`src/rtl/clk_mon_pkg.sv`:
```
// Shared types and helpers for the clock frequency monitor.
// Latency: n/a (types and constant functions only).
// Backpressure: n/a.
package clk_mon_pkg;

    // Lock state machine encoding
    typedef enum logic [1:0] {
        ST_IDLE   = 2'd0,
        ST_ACQ    = 2'd1,
        ST_LOCKED = 2'd2
    } mon_state_t;

    // Lower acceptance bound; clamps at zero when the tolerance exceeds the target
    function automatic int tol_lo(input int exp_cnt, input int tol);
        return (exp_cnt > tol) ? (exp_cnt - tol) : 0;
    endfunction

    // Upper acceptance bound, clamped to the largest value a cnt_w-bit counter holds
    function automatic int tol_hi(input int exp_cnt, input int tol, input int cnt_w);
        int max_v;
        max_v = (1 << cnt_w) - 1;
        return ((exp_cnt + tol) > max_v) ? max_v : (exp_cnt + tol);
    endfunction

endpackage

```
`src/rtl/clk_edge_sync.sv`:
```
// Brings the clock under test into the clk_100m domain and flags its rising edges.
// Latency: a clk_in rising edge shows up as a one-cycle rise pulse ~3 clk_100m cycles later.
// Backpressure: none; free-running sampler.
module clk_edge_sync (
    input  logic clk_100m,
    input  logic rst,
    input  logic i_clk_in,
    output logic o_rise
);

    logic r_s1;
    logic r_s2;
    logic r_s3;

    // Two metastability flops followed by one delay flop for edge detection
    always_ff @(posedge clk_100m or posedge rst) begin
        if (rst) begin
            r_s1 <= 1'b0;
            r_s2 <= 1'b0;
            r_s3 <= 1'b0;
        end else begin
            r_s1 <= i_clk_in;
            r_s2 <= r_s1;
            r_s3 <= r_s2;
        end
    end

    assign o_rise = r_s2 & ~r_s3;

endmodule

```
`src/rtl/clk_freq_monitor.sv`:
```
// Counts clk_in rising edges per gate window, judges them against a tolerance band and tracks lock.
// Latency: freq_vld pulses 1 cycle after the last gate cycle; locked/lost_pulse/err_cnt 1 cycle after freq_vld.
// Backpressure: none; en=0 drops the partial window. Optional period measurement: CLK_MON_PERIOD_EN.
module clk_freq_monitor
    import clk_mon_pkg::*;
#(
    parameter int GATE_CYCLES = 1000,
    parameter int EXP_CNT     = 250,
    parameter int TOL         = 2,
    parameter int LOCK_WINS   = 4,
    parameter int CNT_W       = 16
) (
    input  logic             clk_100m,
    input  logic             rst,
    input  logic             en,
    input  logic             clk_in,
    output logic [CNT_W-1:0] freq_cnt,
    output logic             freq_vld,
    output logic [7:0]       period_cyc,
    output logic             locked,
    output logic             lost_pulse,
    output logic [7:0]       err_cnt
);

    localparam int               GW        = (GATE_CYCLES > 1) ? $clog2(GATE_CYCLES) : 1;
    localparam logic [GW-1:0]    GATE_LAST = GW'(GATE_CYCLES - 1);
    localparam logic [CNT_W-1:0] CNT_MAX   = '1;
    localparam logic [CNT_W-1:0] WIN_LO    = CNT_W'(tol_lo(EXP_CNT, TOL));
    localparam logic [CNT_W-1:0] WIN_HI    = CNT_W'(tol_hi(EXP_CNT, TOL, CNT_W));
    localparam logic [7:0]       LOCK_N    = 8'(LOCK_WINS);

    logic [GW-1:0]    r_gate_cnt;
    logic [CNT_W-1:0] r_edge_cnt;
    logic [CNT_W-1:0] r_freq_cnt;
    logic             r_freq_vld;
    mon_state_t       r_state;
    logic [7:0]       r_good_cnt;
    logic             r_lost;
    logic [7:0]       r_err_cnt;

    logic             w_rise;
    logic             w_eow;
    logic [CNT_W:0]   w_sum;
    logic             w_good;

    clk_edge_sync u_sync (
        .clk_100m (clk_100m),
        .rst      (rst),
        .i_clk_in (clk_in),
        .o_rise   (w_rise)
    );

    // en is folded in so a window closing as en falls never reports
    assign w_eow  = en && (r_gate_cnt == GATE_LAST);
    // An edge landing in the closing cycle still belongs to this window
    assign w_sum  = {1'b0, r_edge_cnt} + {{CNT_W{1'b0}}, w_rise};
    assign w_good = (r_freq_cnt >= WIN_LO) && (r_freq_cnt <= WIN_HI);

    // Gate window counter: 0..GATE_CYCLES-1, restarts from 0 whenever en drops
    always_ff @(posedge clk_100m or posedge rst) begin
        if (rst) begin
            r_gate_cnt <= '0;
        end else if (!en || (r_gate_cnt == GATE_LAST)) begin
            r_gate_cnt <= '0;
        end else begin
            r_gate_cnt <= r_gate_cnt + 1'b1;
        end
    end

    // Edge counter, saturating, cleared at window close or when disabled
    always_ff @(posedge clk_100m or posedge rst) begin
        if (rst) begin
            r_edge_cnt <= '0;
        end else if (!en || w_eow) begin
            r_edge_cnt <= '0;
        end else if (w_rise && (r_edge_cnt != CNT_MAX)) begin
            r_edge_cnt <= r_edge_cnt + 1'b1;
        end
    end

    // Latch the completed window count and flag it for one cycle
    always_ff @(posedge clk_100m or posedge rst) begin
        if (rst) begin
            r_freq_cnt <= '0;
            r_freq_vld <= 1'b0;
        end else begin
            r_freq_vld <= w_eow;
            if (w_eow) begin
                r_freq_cnt <= w_sum[CNT_W] ? CNT_MAX : w_sum[CNT_W-1:0];
            end
        end
    end

    // Lock state machine: judges each window in its freq_vld cycle
    always_ff @(posedge clk_100m or posedge rst) begin
        if (rst) begin
            r_state    <= ST_IDLE;
            r_good_cnt <= '0;
            r_lost     <= 1'b0;
            r_err_cnt  <= '0;
        end else begin
            r_lost <= 1'b0;
            if (!en) begin
                r_state    <= ST_IDLE;
                r_good_cnt <= '0;
            end else begin
                case (r_state)
                    ST_IDLE: begin
                        r_state    <= ST_ACQ;
                        r_good_cnt <= '0;
                    end
                    ST_ACQ: begin
                        if (r_freq_vld) begin
                            if (w_good) begin
                                r_good_cnt <= r_good_cnt + 8'd1;
                                if ((r_good_cnt + 8'd1) >= LOCK_N) begin
                                    r_state <= ST_LOCKED;
                                end
                            end else begin
                                r_good_cnt <= '0;
                                if (r_err_cnt != 8'hFF) begin
                                    r_err_cnt <= r_err_cnt + 8'd1;
                                end
                            end
                        end
                    end
                    ST_LOCKED: begin
                        if (r_freq_vld && !w_good) begin
                            r_state    <= ST_ACQ;
                            r_lost     <= 1'b1;
                            r_good_cnt <= '0;
                            if (r_err_cnt != 8'hFF) begin
                                r_err_cnt <= r_err_cnt + 8'd1;
                            end
                        end
                    end
                    default: begin
                        r_state    <= ST_IDLE;
                        r_good_cnt <= '0;
                    end
                endcase
            end
        end
    end

`ifdef CLK_MON_PERIOD_EN
    logic [7:0] r_per_cnt;
    logic [7:0] r_period;

    // Cycles between successive rises; the first sample after (re)enable is partial
    always_ff @(posedge clk_100m or posedge rst) begin
        if (rst) begin
            r_per_cnt <= '0;
            r_period  <= '0;
        end else if (!en) begin
            r_per_cnt <= '0;
        end else if (w_rise) begin
            r_period  <= (r_per_cnt == 8'hFF) ? 8'hFF : (r_per_cnt + 8'd1);
            r_per_cnt <= '0;
        end else if (r_per_cnt != 8'hFF) begin
            r_per_cnt <= r_per_cnt + 8'd1;
        end
    end

    assign period_cyc = r_period;
`else
    assign period_cyc = 8'd0;
`endif

    assign freq_cnt   = r_freq_cnt;
    assign freq_vld   = r_freq_vld;
    assign locked     = (r_state == ST_LOCKED);
    assign lost_pulse = r_lost;
    assign err_cnt    = r_err_cnt;

endmodule

```
`config.mk`:
```
export PLATFORM = sky130hd
export DESIGN_NAME = clk_freq_monitor
export DESIGN_NICKNAME = d
export VERILOG_FILES = /design/src/rtl/clk_mon_pkg.sv /design/src/rtl/clk_edge_sync.sv /design/src/rtl/clk_freq_monitor.sv
export SDC_FILE = /design/constraint.sdc
export NUM_CORES = 1
export LEC_CHECK = 0
export BUFFER_PORTS_ARGS = -buffer_cell sky130_fd_sc_hd__buf_2
export CORE_MARGIN = 3
export CORE_UTILIZATION = 50
export CTS_CLUSTER_SIZE = 10
export DETAILED_ROUTE_END_ITERATION = 10
export PLACE_DENSITY = 0.7
export SLEW_MARGIN = 20
export SYNTH_ARGS = -nofsm -noshare
export SYNTH_HDL_FRONTEND = slang
export SYNTH_SLANG_ARGS = --single-unit
```
`constraint.sdc`:
```
create_clock -name clk_100m -period 5.98 [get_ports clk_100m]
set_input_delay 1.196 -clock clk_100m [delete_from_list [all_inputs] [get_ports clk_100m]]
set_output_delay 1.196 -clock clk_100m [all_outputs]
set_load 0.03 [all_outputs]
```
==> impl_metrics.tcl <==
set metrics [dict create \
    syn_area_per_cell_um2 9.614 \
    first_iter_violations 80 \
    remaining_drc_errors 0 \
    grt_max_degree 66 \
    areaGrowthSynthToFinish_pct 11.62 \
    root_buffer "clkbuf_8" \
    max-vdd-ir-drop_uv 150.6 \
    numPortBuffers 30 \
    finalHoldViolCount 0 \
    dp_hpwl_um 4824 \
    arrival_ps 2890 \
    path_clk_slew_ps 70 \
    routed_via_density 5.357 \
    synthFlopType "dfrtp_1" \
    place_area_um2 3662 \
    hold_slack_ps 354.7 \
    crit_fanout 12 \
    ioPinCount 39 \
    synthesis.area_um2 3500 \
    antenna_left 0 \
    fin_skew_ps 11.62 \
    diodes 0 \
    dieArea_um2 8039 \
    finalSetupViolations 0 \
    grt.overflow.total 0 \
    wl_per_cell_um 14.15 \
    crit_path_start_kind "primary input" \
    rsz0062_at_grt "no" \
    dr.pass1.iters 4 \
    htreeDepth 3 \
    status "finished clean" \
    vias 2598 \
    instances_no_fill 485 \
    slew_headroom 0.3127 \
    crit_type "in2reg" \
    hold_path_class "reg2reg" \
    async_flop_share 1.000 \
    clock_latency_ps 350 \
    cts_made_buffers 9 \
    end_kind "register" \
    multi_input_area_um2 1732 \
    rows 29 \
    final_max_slew_viol_count 0 \
    power_leakage_nw 1.774 \
    grt_pass1_wl_um 11540 \
    tns_ps 0 \
    required_ps 6270 \
    clock_tree.buffer_depth 2 \
    gp_congestion 0.8598 \
    cts_setup_buffers 0 \
    worst_pin_slew_ps 1023 \
    synth_cell_types 51 \
    ys_seq_area_frac 0.4648 \
    antenna_found_initial 0 \
    hold_buffers 0 \
    power-per-cell-area_nw_per_um2 244.8 \
    fill_cells 557 \
    drv_cap 0 \
    core-area_um2 6568 \
    cts_tree "built" \
    grt_pass1_vias 2455 \
    yosysWarnings 0 \
    ys_ff_latch 65 \
    place_inst 469 \
    fp.dieW_um 89.66 \
    period_minus_slack_ps 2605 \
    start_util 0.5329 \
    final_area_um2 3906 \
    fmax_ghz 0.3839 \
    fp.dieH_um 89.66 \
    drt-total-wl_um 6865 \
    drive_gt1_frac 0.1658 \
    final-seq-area_um2 1627 \
    grt_usage 0.1859 \
    syn_inst 364 \
    ctsResizeCount 0 \
    cts.sinks 65 \
    synth-edff-count 0 \
    fin_crit_sh 0.4356 \
    nets 397 \
]
Yosys cell counts (4+ instances only):
cell	n	area share
dfrtp_1	65	0.46
nor2_1	53	0.057
nand2_1	21	0.023
xnor2_1	21	0.053
a21oi_1	19	0.027
xor2_1	17	0.043
nand3_1	15	0.021
and3_1	13	0.023
o21ai_0	13	0.019
buf_2	10	0.014
nand4_1	10	0.018
nor3_1	10	0.014
buf_4	8	0.017
or3_1	8	0.014
clkbuf_1	7	0.0075
ha_1	6	0.021
inv_1	6	0.0064
mux2_2	6	0.019
nor2b_1	5	0.0089
nor3b_1	5	0.011
a221o_1	4	0.011
layer usage:
metal,vias to the layer above,global-route usage,part of all wire
met5,-,0,0
met4,0,0.04736,0.0077
met3,6,0.06022,0.044
met2,56,0.2919,0.48
met1,1239,0.2491,0.47
li1,1297,-,-
through the flow:
stage	power, W	utilization	worst slack, ps
global route	0.0009967	0.5948	3214
global placement	0.0005147	0.5576	3161
CTS	0.0009676	0.5948	3403
floorplan	0.0005050	-	3158
finish	0.0009561	0.5948	3375
detailed placement	0.0005152	0.5576	3036
critical path, cell delays in order:
cell and delay (ps):
buf_2 170, and3b_1 230, nand2_1 60, nor3_1 790, o21ai_0 210, a21bo_2 240
cells in the final DEF, fill, tap and decap left out, drive strengths merged, types with 2 or more instances in the layout:
master  netlist  layout
and3         13      13
a21oi        19      19
o21ai        13      13
or2           3       3
dfrtp        65      65
o21bai        3       3
nor2         54      54
clkinv        0       3
xnor2        21      21
conb          1       8
ha            6       6
inv           6       6
a221o         4       4
nor2b         5       5
or3           8       8
a21boi        2       2
bufinv        0       3
nand3        15      15
nor4          5       5
xor2         17      17
clkbuf        7      10
and3b         3       3
and4          2       2
mux2          6       6
nand4        11      11
nand4b        2       2
nor3b         5       5
buf          20      32
nand2        21      21
nor3         12      12
final cells by class:
type	count	area share
Multi-Input combinational cell	273	0.4433
Sequential cell	65	0.4164
Timing Repair Buffer	32	0.04228
Clock buffer	10	0.03267
Clock inverter	6	0.02979
Tap cell	93	0.02979
Inverter	6	0.005766
kinds of logic (layout without fill, tap and decap cells):
kind of cell	after synthesis	after routing	synth area share
AO/OA/AOI/OAI	53	53	0.09904
XOR/XNOR	38	38	0.09510
adder cells (fa/ha/maj)	6	6	0.02145
buffers and inverters	33	54	0.04970
flip-flops	65	65	0.4648
multiplexers	7	7	0.02217
other	1	8	0.001072
AND/OR/NAND/NOR	161	161	0.2467
state kept, by name, summed over array words and instances, names as in the netlist, 2 cells and up:
| signal | cells |
|---|---|
| err_cnt | 8 |
| freq_cnt | 16 |
| r_edge_cnt | 16 |
| r_gate_cnt | 10 |
| r_good_cnt | 8 |
| r_state | 2 |
worst paths after layout:
check | slack [ps] | cells past startpoint | end | start
setup / recovery | 3380 | 6 | r_good_cnt[7]$_DFFE_PP0P_ | en
hold / removal | 350 | 0 | u_sync.r_s2$_DFF_PP0_ | u_sync.r_s1$_DFF_PP0_
setup reg to reg | 3560 | 5 | r_good_cnt[7]$_DFFE_PP0P_ | freq_cnt[11]$_DFFE_PP0P_
hold reg to reg | 350 | 0 | u_sync.r_s2$_DFF_PP0_ | u_sync.r_s1$_DFF_PP0_
max in group asynchronous | 4380 | 3 | r_edge_cnt[9]$_DFFE_PP0P_ | rst
min in group asynchronous | 1080 | 3 | r_gate_cnt[0]$_DFF_PP0_ | rst
power breakdown:
part           internal [W]  switching (W)  total [W]
sequential         0.000448     0.00000713   0.000455
clock              0.000279       0.000171   0.000450
combinational     0.0000123      0.0000389  0.0000512
total              0.000739       0.000217   0.000956
(Power assumes the default switching activity.)
